File: src/rtl/sweep_scheduler.sv
// Frequency-sweep sequencer: steps the NCO table address, settles, averages 2^AVG_LOG2 measurements per point.
// Optional macro SWEEP_TIMEOUT_EN adds a meas_done timeout in WAIT and drives res_timeout.
module sweep_scheduler #(
   parameter int ADDR_WIDTH     = 8,
   parameter int N_POINTS       = 200,
   parameter int SETTLE_CYCLES  = 1024,
   parameter int AVG_LOG2       = 2,
   parameter int RESULT_WIDTH   = 32,
   parameter int TIMEOUT_CYCLES = 65535
) (
   input  logic                           clk125,
   input  logic                           sreset,
   input  logic                           start,
   input  logic                           abort,
   output logic                           busy,
   output logic                           done,
   output logic [ADDR_WIDTH-1:0]          freq_addr,
   input  logic                           nco_valid,
   output logic                           meas_start,
   input  logic                           meas_done,
   input  logic signed [RESULT_WIDTH-1:0] meas_modulo,
   input  logic signed [RESULT_WIDTH-1:0] meas_phase,
   output logic                           res_valid,
   input  logic                           res_ready,
   output logic [ADDR_WIDTH-1:0]          res_addr,
   output logic signed [RESULT_WIDTH-1:0] res_modulo,
   output logic signed [RESULT_WIDTH-1:0] res_phase,
   output logic                           res_timeout
);
   localparam int ACC_W  = RESULT_WIDTH + AVG_LOG2;
   localparam int SCNT_W = $clog2(SETTLE_CYCLES + 1);
   localparam int NCNT_W = AVG_LOG2 + 1;
   localparam logic [NCNT_W-1:0]     N_AVG     = NCNT_W'(1 << AVG_LOG2);
   localparam logic [ADDR_WIDTH-1:0] LAST_ADDR = ADDR_WIDTH'(N_POINTS - 1);

   if (N_POINTS < 1 || N_POINTS > (1 << ADDR_WIDTH) || SETTLE_CYCLES < 1 ||
       AVG_LOG2 < 0 || AVG_LOG2 > 4 || TIMEOUT_CYCLES < 1) begin : g_param_check
      $error("sweep_scheduler: parameter out of range");
   end

   typedef enum logic [2:0] {S_IDLE, S_LOAD, S_SETTLE, S_MEAS, S_WAIT, S_OUTPUT, S_NEXT} state_t;

   state_t                    state_q;
   logic                      busy_q, done_q, meas_start_q, res_valid_q, nco_low_q;
   logic [ADDR_WIDTH-1:0]     freq_addr_q, res_addr_q;
   logic signed [RESULT_WIDTH-1:0] res_mod_q, res_ph_q;
   logic signed [ACC_W-1:0]   acc_mod_q, acc_ph_q;
   logic [NCNT_W-1:0]         nsamp_q;
   logic [SCNT_W-1:0]         settle_cnt_q;

   logic signed [ACC_W-1:0]   smp_mod_d, smp_ph_d, acc_mod_d, acc_ph_d;
   logic [NCNT_W-1:0]         nsamp_d;
   logic                      take_d;
   logic                      last_pt;

`ifdef SWEEP_TIMEOUT_EN
   localparam int TCNT_W = $clog2(TIMEOUT_CYCLES + 1);
   logic [TCNT_W-1:0]         tmo_cnt_q;
   logic                      tmo_flag_q, res_tmo_q, tmo_hit_d;
`endif

   function automatic logic signed [RESULT_WIDTH-1:0] avg_of(input logic signed [ACC_W-1:0] acc);
      logic signed [ACC_W-1:0] sh;
      sh = acc >>> AVG_LOG2;
      return sh[RESULT_WIDTH-1:0];
   endfunction

   assign last_pt = (freq_addr_q == LAST_ADDR);

   always_comb begin
      smp_mod_d = ACC_W'(meas_modulo);
      smp_ph_d  = ACC_W'(meas_phase);
      take_d    = (state_q == S_WAIT) && meas_done;
`ifdef SWEEP_TIMEOUT_EN
      tmo_hit_d = 1'b0;
      // A timed-out measurement still counts as a sample, contributing zero.
      if (state_q == S_WAIT && !meas_done && tmo_cnt_q == TCNT_W'(TIMEOUT_CYCLES - 1)) begin
         tmo_hit_d = 1'b1;
         take_d    = 1'b1;
         smp_mod_d = '0;
         smp_ph_d  = '0;
      end
`endif
      acc_mod_d = acc_mod_q + smp_mod_d;
      acc_ph_d  = acc_ph_q + smp_ph_d;
      nsamp_d   = nsamp_q + NCNT_W'(1);
   end

   always_ff @(posedge clk125) begin
      // abort behaves like reset: everything returns to the idle state with no done pulse.
      if (sreset || abort) begin
         state_q      <= S_IDLE;
         busy_q       <= 1'b0;
         done_q       <= 1'b0;
         freq_addr_q  <= '0;
         meas_start_q <= 1'b0;
         res_valid_q  <= 1'b0;
         res_addr_q   <= '0;
         res_mod_q    <= '0;
         res_ph_q     <= '0;
         acc_mod_q    <= '0;
         acc_ph_q     <= '0;
         nsamp_q      <= '0;
         settle_cnt_q <= '0;
         nco_low_q    <= 1'b0;
`ifdef SWEEP_TIMEOUT_EN
         tmo_cnt_q    <= '0;
         tmo_flag_q   <= 1'b0;
         res_tmo_q    <= 1'b0;
`endif
      end else begin
         done_q       <= 1'b0;
         meas_start_q <= 1'b0;
         case (state_q)
            S_IDLE: begin
               if (start) begin
                  state_q     <= S_LOAD;
                  busy_q      <= 1'b1;
                  freq_addr_q <= '0;
                  nco_low_q   <= 1'b0;
               end
            end
            S_LOAD: begin
               // Require a low-then-high on nco_valid so a stale valid is never trusted.
               if (!nco_valid) begin
                  nco_low_q <= 1'b1;
               end else if (nco_low_q) begin
                  state_q      <= S_SETTLE;
                  settle_cnt_q <= '0;
               end
            end
            S_SETTLE: begin
               if (settle_cnt_q == SCNT_W'(SETTLE_CYCLES - 1)) begin
                  state_q      <= S_MEAS;
                  meas_start_q <= 1'b1;
               end else begin
                  settle_cnt_q <= settle_cnt_q + SCNT_W'(1);
               end
            end
            S_MEAS: begin
               state_q <= S_WAIT;
`ifdef SWEEP_TIMEOUT_EN
               tmo_cnt_q <= '0;
`endif
            end
            S_WAIT: begin
`ifdef SWEEP_TIMEOUT_EN
               tmo_cnt_q <= take_d ? '0 : tmo_cnt_q + TCNT_W'(1);
               if (tmo_hit_d) tmo_flag_q <= 1'b1;
               res_tmo_q <= tmo_flag_q | tmo_hit_d;
`endif
               if (take_d) begin
                  acc_mod_q <= acc_mod_d;
                  acc_ph_q  <= acc_ph_d;
                  nsamp_q   <= nsamp_d;
                  if (nsamp_d == N_AVG) begin
                     state_q     <= S_OUTPUT;
                     res_valid_q <= 1'b1;
                     res_addr_q  <= freq_addr_q;
                     res_mod_q   <= avg_of(acc_mod_d);
                     res_ph_q    <= avg_of(acc_ph_d);
                  end else begin
                     state_q      <= S_MEAS;
                     meas_start_q <= 1'b1;
                  end
               end
            end
            S_OUTPUT: begin
               if (res_ready) begin
                  state_q     <= S_NEXT;
                  res_valid_q <= 1'b0;
                  if (last_pt) begin
                     done_q <= 1'b1;
                     busy_q <= 1'b0;
                  end
               end
            end
            S_NEXT: begin
               acc_mod_q <= '0;
               acc_ph_q  <= '0;
               nsamp_q   <= '0;
               nco_low_q <= 1'b0;
`ifdef SWEEP_TIMEOUT_EN
               tmo_flag_q <= 1'b0;
`endif
               if (last_pt) begin
                  freq_addr_q <= '0;
                  state_q     <= S_IDLE;
               end else begin
                  freq_addr_q <= freq_addr_q + ADDR_WIDTH'(1);
                  state_q     <= S_LOAD;
               end
            end
            default: state_q <= S_IDLE;
         endcase
      end
   end

   assign busy       = busy_q;
   assign done       = done_q;
   assign freq_addr  = freq_addr_q;
   assign meas_start = meas_start_q;
   assign res_valid  = res_valid_q;
   assign res_addr   = res_addr_q;
   assign res_modulo = res_mod_q;
   assign res_phase  = res_ph_q;
`ifdef SWEEP_TIMEOUT_EN
   assign res_timeout = res_tmo_q;
`else
   assign res_timeout = 1'b0;
`endif
endmodule

File: config.mk
export PLATFORM = sky130hd
export DESIGN_NAME = sweep_scheduler
export DESIGN_NICKNAME = d
export VERILOG_FILES = /design/src/rtl/sweep_scheduler.sv
export SDC_FILE = /design/constraint.sdc
export NUM_CORES = 1
export LEC_CHECK = 0
export ABC_AREA = 1
export BUFFER_PORTS_ARGS = -buffer_cell sky130_fd_sc_hd__clkbuf_2
export CORE_ASPECT_RATIO = 1.1
export CORE_MARGIN = 2
export CORE_UTILIZATION = 34
export DETAILED_ROUTE_END_ITERATION = 6
export GPL_ROUTABILITY_DRIVEN = 1
export GPL_TIMING_DRIVEN = 1
export MAX_ROUTING_LAYER = met4
export PLACE_DENSITY = 0.55
export REMOVE_ABC_BUFFERS = 1
export SLEW_MARGIN = 20
export SYNTH_ARGS = -nofsm -noshare
export SYNTH_HDL_FRONTEND = slang
export SYNTH_SLANG_ARGS = --single-unit
File: constraint.sdc
create_clock -name clk125 -period 2.47 [get_ports clk125]
set_input_delay 0.494 -clock clk125 [delete_from_list [all_inputs] [get_ports clk125]]
set_output_delay 0.494 -clock clk125 [all_outputs]
set_load 0.01 [all_outputs]
# Yosys cells after proc, flatten, opt, wreduce, memory -nomap -nowiden
# Cells that the tools add are included.
totals:
  regBits: 170
  output_inout_bits: 85
  wordCells: 96
op_classes:
  add_sub_neg: 5
  n_eq_ne: 19
  n_mux: 38
  bitwise: 2
  reduce_logical: 18
op_table:
  columns: ["operator", "count"]
  rows:
  - ["34-bit one-hot mux with 2 select lines", 2]
  - ["34-bit by 32-bit adder with 34-bit output", 2]
  - ["34-bit 2-to-1 mux", 2]
  - ["11-bit 2-to-1 mux", 3]
  - ["3-bit 2-to-1 mux", 8]
  - ["11-bit one-hot mux with 2 select lines", 1]
  - ["3-bit one-hot mux with 7 select lines", 1]
  - ["2-bit inequality test, second input constant", 9]
  - ["8-bit 2-to-1 mux", 2]
  - ["8-bit one-hot mux with 2 select lines", 1]
  - ["1-bit 2-to-1 mux", 13]
  - ["3-bit equality test, second input constant", 4]
  - ["4-bit AND reduction", 3]
  - ["11-bit by 1-bit adder with 11-bit output, second input constant", 1]
  - ["11-bit by 10-bit equality test with 1-bit output, second input constant", 1]
  - ["2-bit nonzero test", 5]
  - ["8-bit by 1-bit adder with 8-bit output, second input constant", 1]
  - ["8-bit equality test, second input constant", 1]
  - ["3-bit by 2-bit equality test with 1-bit output, second input constant", 2]
  - ["1-bit one-hot mux with 2 select lines", 3]
  - ["3-bit one-hot mux with 2 select lines", 1]
  - ["3-bit AND reduction", 2]
  - ["6-bit AND reduction", 1]
  - ["2-bit AND reduction", 2]
  - ["10 further kinds", 11]

# Longest topological paths before layout
logic_depth:
  ltp_word: 5
  ltp_mapped: 16
  mapped_depth_nobuf: 16

# Worst setup path after synthesis
# No wires, ideal clock.
synth_path:
  kind: "input port to flip-flop"
  start: "input meas_phase[0]"
  end: "register res_ph_q[12], in the netlist res_phase[12]"
  t_arrival_ns: 2.035
  required_time_ns: 2.338
  slack_ns: 0.302
  path_stages: 11
  path_buffers: 0
  path_cell_list: "ha_1 -> fa_1 -> nand3_1 -> nand2_1 -> nand3_1 -> nand2_1 -> nand2_1 -> nand2_1 -> or2_2 -> nand3_1 -> a21oi_1"
synth_via:
  elab_chain_cells: 1
synth_lines:
  columns: ["element", "line", "text"]
  rows:
  - ["start: declaration", "22", "input logic signed [RESULT_WIDTH-1:0] meas_phase,"]
  - ["34-bit by 32-bit adder with 34-bit output", "85", "acc_ph_d = acc_ph_q + smp_ph_d;"]
  - ["end signal: assignment", "161", "res_ph_q <= avg_of(acc_ph_d);"]
  - ["end: declaration", "46", "logic signed [RESULT_WIDTH-1:0] res_mod_q, res_ph_q;"]
# No other way between the ends.
# A chain may end at the register's enable or synchronous reset.

# Final worst setup path
layout_path:
  start: "register acc_mod_q[0]"
  end: "register res_mod_q[20], in the netlist res_modulo[20]"
layout_via:
  elab_chain_cells: 1
layout_lines:
  columns: ["element", "line", "text"]
  rows:
  - ["start: declaration", "47", "logic signed [ACC_W-1:0] acc_mod_q, acc_ph_q;"]
  - ["start signal: assignment", "153", "acc_mod_q <= acc_mod_d;"]
  - ["34-bit by 32-bit adder with 34-bit output", "84", "acc_mod_d = acc_mod_q + smp_mod_d;"]
  - ["end signal: assignment", "160", "res_mod_q <= avg_of(acc_mod_d);"]
  - ["end: declaration", "46", null]
# No other way between the ends.

==> results.json <==
{
  "status": "complete, no violations",
  "dp_hpwl_um": 26300,
  "syn_inst": 1800,
  "final_cell_count_no_fill": 2407,
  "holdCritPathClass": "input port to flip-flop",
  "slew_viol_final": 0,
  "grt_start_max_net_pins": 62,
  "wirelength_um": 33700,
  "worstSetupPathType": "flip-flop to flip-flop",
  "core_sq_um": 32200,
  "synth-seq-area-share": 0.307,
  "ys.flop_type": "dfxtp_1",
  "rsz0062_at_grt": "false",
  "die_x_um": 176,
  "vias": 11300,
  "slowest_delay_ns": 0.39,
  "critPathMaxFanout": 3,
  "finalHoldViolations": 0,
  "die_h_um": 193,
  "drt_iter0_markers": 499,
  "cts-root-buf": "clkbuf_16",
  "clock_sinks": 170,
  "cts_buffer_depth": 2,
  "place_congestion": 0.922,
  "synth_seq_cells": 170,
  "ant_nets": 0,
  "grt_pass1_vias": 11100,
  "clock_latency_ns": 0.44,
  "via_per_inst": 4.71,
  "dp_slack_ns": -0.0145,
  "worst_slack_ns": 0.250,
  "r2r_setup_slack_ns": 0.25,
  "tightest_slew_ns": 0.573,
  "async_reset_ff_frac": 0,
  "worst-path-buf-inv": 2,
  "diodes": 0,
  "min_period_ns": 2.22,
  "fin_skew_ns": 0.0122,
  "max_freq_ghz": 0.451,
  "path_cells": "ha_1 > inv_1 > fa_1 > nand3b_1 > nand2_1 > nand2_1 > nand2_1 > nand3_1 > nand2_1 > nand2_1 > nand2_1 > nand2_1 > nand2_1 > nand2_1 > nand2_1 > inv_1",
  "maxCapViolations": 0,
  "antenna_found_initial": 0,
  "ys_warn_count": 0,
  "io_pins": 156,
  "area_growth_pct": 18.3,
  "critPathLaunch": "acc_mod_q[0]",
  "peakVddDrop_v": 0.000370,
  "relSlewSlack": 0.618,
  "cp.required_ns": 2.81,
  "rows": 69,
  "numCtsBuffers": 17,
  "dr.pass1.iters": 5,
  "post-route-util": 0.407,
  "grt_pass1_wl_um": 55500,
  "worst_setup_path_start_kind": "flip-flop",
  "wl_per_cell_um": 14.0,
  "p_leak_uw": 0.00643,
  "postCtsHoldBufs": 0,
  "cts_resized": 0,
  "dp_cells": 2375,
  "post-route-drc-count": 0,
  "dieArea_sq_um": 34000,
  "htreeDepth": 4,
  "path_delay_family": "simple AND/OR/NAND/NOR gates",
  "yosys.area.top_type_share": 0.307,
  "synth_edf_count": 0,
  "drive_gt1_frac": 0.126,
  "p_per_area_nw_per_um2": 483,
  "start_util": 0.344,
  "cp-end-kind": "flip-flop",
  "fin_crit_sh": 0.899,
  "io_buffers": 154,
  "crit_slowest_cell": "fa_1",
  "overflow": 0,
  "cts_setup_buffers": 0,
  "crit_top_cell": "nand2_1",
  "synth_cell_types": 37,
  "ys_top_cells_by_area": "dfxtp_1, nand2_1, a21oi_1",
  "cp.arrival_ns": 2.56,
  "avgSynthCellArea_sq_um": 6.15,
  "nNetsFinal": 2111,
  "track_usage": 0.208,
  "setup_viol": 0,
  "r2r-start": "acc_mod_q[0]",
  "cts_tree": "done",
  "synth_area_leader_cell": "dfxtp_1",
  "hold_path.startpoint": "nco_valid",
  "syn_area_sq_um": 11100,
  "clk_pin_slew_worst_paths_ns": 0.07
}
## synthesized netlist by cell type (2+ instances only)
cell      instances
nand2_1         606
inv_1           232
a21oi_1         199
nor2_1          186
dfxtp_1         170
nand3_1          98
ha_1             70
o21ai_0          66
xor2_1           28
clkbuf_1         23
nor3_1           23
nand3b_1         14
buf_4            12
buf_2            11
nand4_1           9
o21bai_1          7
or2_2             7
inv_2             6
xnor2_1           6
nor2_2            4
nand2_2           3
a21o_1            2
a31oi_1           2
fa_1              2
nor4_1            2
## final cells by class
class,count,area [sq um]
fill,3584,19100
multi-input combinational,1345,6550
sequential,170,3400
timing repair buffer,196,1110
inverter,238,896
tap,426,533
clock buffer,18,429
clock inverter,14,184
## metal layers
layer,track usage,part of all wire
met1,0.245,0.45
met2,0.366,0.49
met3,0.0289,0.032
met4,0.0618,0.023
met5,-,0
## final timing paths
kind,to,cells past startpoint
hold / removal,nco_low_q,3
setup reg to reg,res_modulo[20],16
hold reg to reg,res_phase[14],2
setup / recovery,res_modulo[20],16
## power by group
part           switching, uW  leakage, uW  internal (uW)
Combinational            436      0.00477            222
Sequential              13.6      0.00137           2760
Clock                   1290     0.000292           1620
Total                   1740      0.00643           4590
## registers in the layout, summed over array words and instances, names as in the netlist
signal,flops
acc_mod_q,34
acc_ph_q,34
busy,1
done,1
freq_addr,8
meas_start,1
nco_low_q,1
nsamp_q,3
res_addr,8
res_modulo,32
res_phase,32
res_valid,1
settle_cnt_q,11
state_q,3
## stage by stage
stage               power (uW)  hold WS [ns]  area (sq um)  setup TNS, ns
floorplan                 3250         0.441         10800        -196.13
global placement          3500         0.450         12500              0
detailed placement        3490         0.455         12500        -0.0219
CTS                       6450         0.318         13100              0
global route              6620         0.344         13100              0
finish                    6330         0.339         13100              0
## kinds of logic (layout without fill, tap and decap cells)
group           after synthesis  after routing  share of synthesized area
fa+ha+maj                    72             72                     0.0827
simple gates                956            956                      0.349
buf+inv                     285            466                      0.103
other cells                   1              1                   0.000339
compound gates              282            282                      0.131
flops                       170            170                      0.307
xor+xnor                     34             34                     0.0269
## layout by cell type, fill, tap and decap left out, types with 23 or more instances in the layout
master and n:
nor3_1 23, nand3_1 98, nor2_1 185, buf_4 40
dfxtp_1 170, ha_1 70, inv_1 232, clkbuf_2 154
xor2_1 28, nand2_1 606, o21ai_0 66, a21oi_1 199
## tightest hold or removal path, cell delays in order
cell and delay (ns):
clkbuf_2 0.08, or2_2 0.09, a21oi_1 0.05
No activity file was read; power rests on OpenSTA's default activity.
